**src/rtl/dff_mem_burst_if.sv**
```systemverilog
// Command, write-data and read-data handshakes between a burst
// initiator and dff_mem_burst_ctrl.
interface dff_mem_burst_if #(
  parameter int ADDR_BITS = 5
) ();
  logic                 cmd_valid;
  logic                 cmd_ready;
  logic                 cmd_write;
  logic [ADDR_BITS-1:0] cmd_addr;
  logic [ADDR_BITS-1:0] cmd_len;
  logic                 wr_valid;
  logic                 wr_ready;
  logic [7:0]           wr_data;
  logic                 rd_valid;
  logic                 rd_ready;
  logic [7:0]           rd_data;

  modport master (
    output cmd_valid, cmd_write, cmd_addr, cmd_len,
    output wr_valid, wr_data, rd_ready,
    input  cmd_ready, wr_ready, rd_valid, rd_data
  );

  modport slave (
    input  cmd_valid, cmd_write, cmd_addr, cmd_len,
    input  wr_valid, wr_data, rd_ready,
    output cmd_ready, wr_ready, rd_valid, rd_data
  );
endinterface

```
**src/rtl/dff_mem_burst_ctrl.sv**
```systemverilog
// Burst command sequencer in front of the DFF byte memory:
// one write per accepted byte, reads issued one address at a time.
module dff_mem_burst_ctrl #(
  parameter int RAM_BYTES = 32,
  parameter int ADDR_BITS = $clog2(RAM_BYTES)
) (
  input  logic                 clk,
  input  logic                 rst,
  dff_mem_burst_if.slave       bus,
  output logic                 busy,
  output logic                 done,
  output logic [ADDR_BITS-1:0] mem_addr,
  output logic                 mem_wr_en,
  output logic [7:0]           mem_wdata,
  input  logic [7:0]           mem_rdata
);

  typedef enum logic [2:0] {
    IDLE,
    WR,
    RD_SET,
    RD_WAIT,
    RD_OUT
  } state_t;

  localparam logic [ADDR_BITS-1:0] LAST =
    ADDR_BITS'(RAM_BYTES - 1);

  state_t               state;
  logic [ADDR_BITS-1:0] addr;
  logic [ADDR_BITS-1:0] cnt;

  function automatic logic [ADDR_BITS-1:0] nxt(
    input logic [ADDR_BITS-1:0] a
  );
    return (a == LAST) ? '0 : a + 1'b1;
  endfunction

  assign bus.cmd_ready = (state == IDLE);
  assign bus.wr_ready  = (state == WR);
  assign busy          = (state != IDLE);

  always_ff @(posedge clk) begin
    if (rst) begin
      state       <= IDLE;
      addr        <= '0;
      cnt         <= '0;
      mem_addr    <= '0;
      mem_wr_en   <= 1'b0;
      mem_wdata   <= '0;
      bus.rd_valid <= 1'b0;
      bus.rd_data <= '0;
      done        <= 1'b0;
    end else begin
      done      <= 1'b0;
      mem_wr_en <= 1'b0;
      unique case (state)
        IDLE: begin
          if (bus.cmd_valid) begin
            cnt      <= bus.cmd_len;
            addr     <= bus.cmd_addr;
            mem_addr <= bus.cmd_addr;
            state    <= bus.cmd_write ? WR : RD_SET;
          end
        end
        WR: begin
          if (bus.wr_valid) begin
            mem_wr_en <= 1'b1;
            mem_wdata <= bus.wr_data;
            mem_addr  <= addr;
            addr      <= nxt(addr);
            if (cnt == '0) begin
              state <= IDLE;
              done  <= 1'b1;
            end else begin
              cnt <= cnt - 1'b1;
            end
          end
        end
        RD_SET: state <= RD_WAIT;
        RD_WAIT: begin
          bus.rd_data  <= mem_rdata;
          bus.rd_valid <= 1'b1;
          state        <= RD_OUT;
        end
        RD_OUT: begin
          if (bus.rd_ready) begin
            bus.rd_valid <= 1'b0;
            if (cnt == '0) begin
              state <= IDLE;
              done  <= 1'b1;
            end else begin
              cnt      <= cnt - 1'b1;
              addr     <= nxt(addr);
              mem_addr <= nxt(addr);
              state    <= RD_SET;
            end
          end
        end
        default: state <= IDLE;
      endcase
    end
  end

endmodule

```
**src/flat_wrapper.sv**
```systemverilog
// flat-port wrapper written by rule: the top's interface ports become plain ports
module dff_mem_burst_ctrl_flat 
#(
  parameter int RAM_BYTES = 32,
  parameter int ADDR_BITS = $clog2(RAM_BYTES)
)
  (clk, rst, busy, done, mem_addr, mem_wr_en, mem_wdata, mem_rdata, bus_cmd_valid, bus_cmd_write, bus_cmd_addr, bus_cmd_len, bus_wr_valid, bus_wr_data, bus_rd_ready, bus_cmd_ready, bus_wr_ready, bus_rd_valid, bus_rd_data);
  dff_mem_burst_if #(.ADDR_BITS(ADDR_BITS)) bus_i ();
  input  logic clk;
  input  logic rst;
  output logic busy;
  output logic done;
  output logic [ADDR_BITS-1:0] mem_addr;
  output logic mem_wr_en;
  output logic [7:0] mem_wdata;
  input  logic [7:0] mem_rdata;
  input wire logic [$bits(bus_i.cmd_valid)-1:0] bus_cmd_valid;
  input wire logic [$bits(bus_i.cmd_write)-1:0] bus_cmd_write;
  input wire logic [$bits(bus_i.cmd_addr)-1:0] bus_cmd_addr;
  input wire logic [$bits(bus_i.cmd_len)-1:0] bus_cmd_len;
  input wire logic [$bits(bus_i.wr_valid)-1:0] bus_wr_valid;
  input wire logic [$bits(bus_i.wr_data)-1:0] bus_wr_data;
  input wire logic [$bits(bus_i.rd_ready)-1:0] bus_rd_ready;
  output wire logic [$bits(bus_i.cmd_ready)-1:0] bus_cmd_ready;
  output wire logic [$bits(bus_i.wr_ready)-1:0] bus_wr_ready;
  output wire logic [$bits(bus_i.rd_valid)-1:0] bus_rd_valid;
  output wire logic [$bits(bus_i.rd_data)-1:0] bus_rd_data;
  assign bus_i.cmd_valid = bus_cmd_valid;
  assign bus_i.cmd_write = bus_cmd_write;
  assign bus_i.cmd_addr = bus_cmd_addr;
  assign bus_i.cmd_len = bus_cmd_len;
  assign bus_i.wr_valid = bus_wr_valid;
  assign bus_i.wr_data = bus_wr_data;
  assign bus_i.rd_ready = bus_rd_ready;
  assign bus_cmd_ready = bus_i.cmd_ready;
  assign bus_wr_ready = bus_i.wr_ready;
  assign bus_rd_valid = bus_i.rd_valid;
  assign bus_rd_data = bus_i.rd_data;
  dff_mem_burst_ctrl #(.RAM_BYTES(RAM_BYTES), .ADDR_BITS(ADDR_BITS)) u_core (.clk(clk), .rst(rst), .bus(bus_i), .busy(busy), .done(done), .mem_addr(mem_addr), .mem_wr_en(mem_wr_en), .mem_wdata(mem_wdata), .mem_rdata(mem_rdata));
endmodule
```
**config.mk**
```make
export PLATFORM = sky130hd
export DESIGN_NAME = dff_mem_burst_ctrl_flat
export DESIGN_NICKNAME = d
export VERILOG_FILES = /design/src/rtl/dff_mem_burst_if.sv /design/src/rtl/dff_mem_burst_ctrl.sv /design/src/flat_wrapper.sv
export SDC_FILE = /design/constraint.sdc
export NUM_CORES = 1
export LEC_CHECK = 0
export ABC_AREA = 1
export CAP_MARGIN = 20
export CORE_ASPECT_RATIO = 1.1
export CORE_MARGIN = 4
export CORE_UTILIZATION = 41
export DETAILED_ROUTE_END_ITERATION = 12
export GPL_TIMING_DRIVEN = 0
export MAX_ROUTING_LAYER = met4
export PLACE_DENSITY_LB_ADDON = 0.12
export SYNTH_ARGS = -nofsm -noshare
export SYNTH_HDL_FRONTEND = slang
export SYNTH_SLANG_ARGS = --single-unit
```
**constraint.sdc**
```tcl
create_clock -name clk -period 1.5 [get_ports clk]
set_clock_uncertainty 0.15 [all_clocks]
set_input_delay 0.3 -clock clk [delete_from_list [all_inputs] [get_ports clk]]
set_output_delay 0.3 -clock clk [all_outputs]
set_load 0.05 [all_outputs]
```
==> results of run 1 <==
## registers in the layout, indices dropped and copies added (netlist names)
name	count
u_core.mem_wdata	8
u_core.bus.rd_valid	1
u_core.cnt	5
u_core.mem_wr_en	1
u_core.bus.rd_data	8
u_core.state	3
u_core.addr	5
u_core.done	1
u_core.mem_addr	5
## timing repair
action	CTS	global route
resized for setup	130	61
setup buffers	9	18
hold buffers	0	0
setup endpoints to repair	60	33
endpoints found under the hold margin	0	0
gates cloned	0	2
pin swaps	7	20
## routing by layer
layer  vias up  wire [um]  share of wire (%)  track usage (%)
li1       1061          -                  -                -
met1       983       2330                 41             21.6
met2        65       2940                 51             30.0
met3        10        347                6.1             4.74
met4         0        103                1.8             6.20
met5         -          0                  0                -
## cell usage after synthesis (all sizes together)
cell | count | area share (%)
a21oi | 11 | 3.0
nand4 | 4 | 1.4
dfxtp | 37 | 40
nor3 | 1 | 0.27
buf | 8 | 2.9
xnor2 | 1 | 0.48
o21ai | 16 | 4.4
nor2 | 56 | 12
clkbuf | 2 | 0.41
inv | 29 | 5.9
nand3 | 26 | 8.3
o211ai | 2 | 0.82
ha | 3 | 2.0
nand2 | 84 | 18
## tightest hold or removal path, stage by stage, from the launching register on
cell and delay (ns):
dfxtp_1 0.31, nand2_1 0.06, a21oi_1 0.05
## power breakdown
part | switching (uW) | total [uW] | internal (uW) | leakage, uW
clock network | 373 | 857 | 483 | 0.0000540
logic | 1230 | 2170 | 940 | 0.00102
registers | 133 | 1280 | 1140 | 0.000306
## kinds of logic after synthesis
logic type | share of synthesized area, %
DFF | 40.2
adders and majority gates | 2.04
buffers and inverters | 9.25
AOI/OAI and AO/OA | 8.16
and+or+nand+nor | 39.8
xor gates and xnor gates | 0.476
## per-stage QoR
step                hold slack (ns)  std cells  TNS, ns  cell area (sq um)
detailed placement            0.308        392   -11.65               2500
finish                        0.316        426   -0.271               3120
CTS                           0.319        408   -0.850               2800
floorplan                     0.219        280   -0.114               1850
global route                  0.333        426    -1.21               3120
global placement              0.301        392   -11.31               2500
## final timing paths
| kind | from | slack [ns] | cells past startpoint | endpoint |
|---|---|---|---|---|
| hold reg to reg | u_core.mem_wdata[3] | 0.32 | 2 | u_core.mem_wdata[3] |
| hold / removal | u_core.mem_wdata[3] | 0.32 | 2 | u_core.mem_wdata[3] |
| setup / recovery | u_core.state[1] | -0.11 | 4 | bus_wr_ready |
| setup reg to reg | u_core.addr[0] | 0.01 | 11 | u_core.mem_addr[2] |
## cell type report
type	count	area, sq um	share of cell area (%)
Inverter	29	126	4.05
Multi-Input combinational cell	204	1130	36.3
Sequential cell	37	758	24.3
Clock buffer	5	68.8	2.21
Timing Repair Buffer	87	873	28.0
Clock inverter	2	35.0	1.12
Buffer	8	57.6	1.84
Tap cell	54	67.6	2.17
==> flow_summary_export.csv, run 1 <==
group,metric,value,unit
status,status,"finished, violations left",
status,violations,"setup timing",
sta,report.final.setup_viol,3,
detailed_routing,wl,5730,um
worst_setup_path,worstPathRequired,1.05,ns
worst_setup_path,slowest_stage,"dfxtp_4",
cts,cts_tree,"done",
synthesis,synth-warning-count,0,
finish,mostFrequentLayoutCells,"nand2_1, nor2_1, clkdlybuf4s50_1, dfxtp_1, buf_4",
worst_setup_path,crit_path_max_incr_delay,0.38,ns
flow_run,cap_violations,0,
sta,slew_violations,0,
global_route,grt_start_max_net_pins,12,
detailed_routing,route.antenna.remaining_nets,0,
detailed_routing,drc,0,
sta,relSlewSlack,69.3,%
synthesis,synth_seq_area_share,40.2,%
floorplan,core,0.00432,sq mm
global_route,antenna_found_initial,0,
finish,final_common_cell,"nand2_1",
finish,nNetsFinal,407,
floorplan,die_h,78.3,um
synthesis,postSynthAreaPerCell,6.57,sq um
finish,areaGrowthSynthToFinish,69.5,%
synthesis,synth_cells,280,
place,place.port_buffers,58,
detailed_routing,firstDrtPassIters,4,
synthesis,synth_cell_types,24,
finish,fin_util,72.3,%
hold_path,hold_path.class,"register to register",
sta,final-hold-violation-count,0,
global_route,grt_use_total,18.3,%
detailed_routing,drtIter0Drc,90,
place,preCtsSetupSlack,-0.871,ns
worst_setup_path,critPathBufInv,2,
sta,fin_crit,1.61,ns
synthesis,syn-num-nets,315,
finish,n_fill_cell,328,
worst_setup_path,worstSetupPathType,"register to output port",
floorplan,ios,59,
place,place_congestion,0.830,
worst_setup_path,path_delay_family,"flip-flops",
synthesis,syn_area,0.00184,sq mm
sta,fmax,0.620,GHz
pwr,ir_drop,0.951,mV
worst_setup_path,worstPathCellList,"nor2_4 -> nand2_4 -> inv_4 -> buf_8",
sta,worst_slack,-0.113,ns
global_route,grt_pass1_wl,7980,um
floorplan,die_w,71.9,um
sta,grt_setup_unrepaired,"true",
finish,diodes,0,
worst_setup_path,endpoint_kind,"output port",
synthesis,ys_seq_elements,37,
place,post-dp-hpwl,3300,um
sta,post-route-period-util,108,%
detailed_routing,vias_per_cell,4.97,
cts,clkTransAtPathRegs,0.08,ns
cts,cts_root_buf,"clkbuf_8",
sta,tightestPinTransition,0.460,ns
worst_setup_path,critical_path_peak_fanout,5,
floorplan,fp-row-count,25,
global_route,overflow,0,
worst_setup_path,arrival,1.16,ns
pwr,powerDensity,1380,mW/mm^2
cts,cts_sinks,37,
cts,cts_buffer_depth,2,
floorplan,die_area,0.00563,sq mm
detailed_routing,wl_per_cell,13.4,um
worst_setup_path,start_kind,"register",
floorplan,start_util,42.6,%
pwr,leakage,0.00138,uW
finish,layout-drive-gt1-share,34.1,%
pwr,power,4300,uW
cts,insertion_delay,0.30,ns
cts,cts_buffers,5,
cts,cts_max_level,2,
global_route,grt_pass1_vias,1767,
detailed_routing,vias,2119,
(Power assumes the default switching activity.)
==> run 2, diff against run 1 <==
--- a/config.mk
+++ b/config.mk
@@ -10,6 +10,7 @@
 export CORE_ASPECT_RATIO = 1.1
 export CORE_MARGIN = 4
 export CORE_UTILIZATION = 41
+export CTS_BUF_LIST = sky130_fd_sc_hd__clkbuf_4 sky130_fd_sc_hd__clkbuf_8 sky130_fd_sc_hd__clkbuf_16
 export DETAILED_ROUTE_END_ITERATION = 12
 export GPL_TIMING_DRIVEN = 0
 export MAX_ROUTING_LAYER = met4
==> results of run 2 <==
The final DEF is identical to that of run 1; final timing and power are the same.
==> run 3, diff against run 2 <==
--- a/config.mk
+++ b/config.mk
@@ -11,6 +11,7 @@
 export CORE_MARGIN = 4
 export CORE_UTILIZATION = 41
 export CTS_BUF_LIST = sky130_fd_sc_hd__clkbuf_4 sky130_fd_sc_hd__clkbuf_8 sky130_fd_sc_hd__clkbuf_16
+export CTS_CLUSTER_DIAMETER = 40
 export DETAILED_ROUTE_END_ITERATION = 12
 export GPL_TIMING_DRIVEN = 0
 export MAX_ROUTING_LAYER = met4
==> results of run 3 <==
The final DEF is identical to that of run 1; final timing and power are the same.
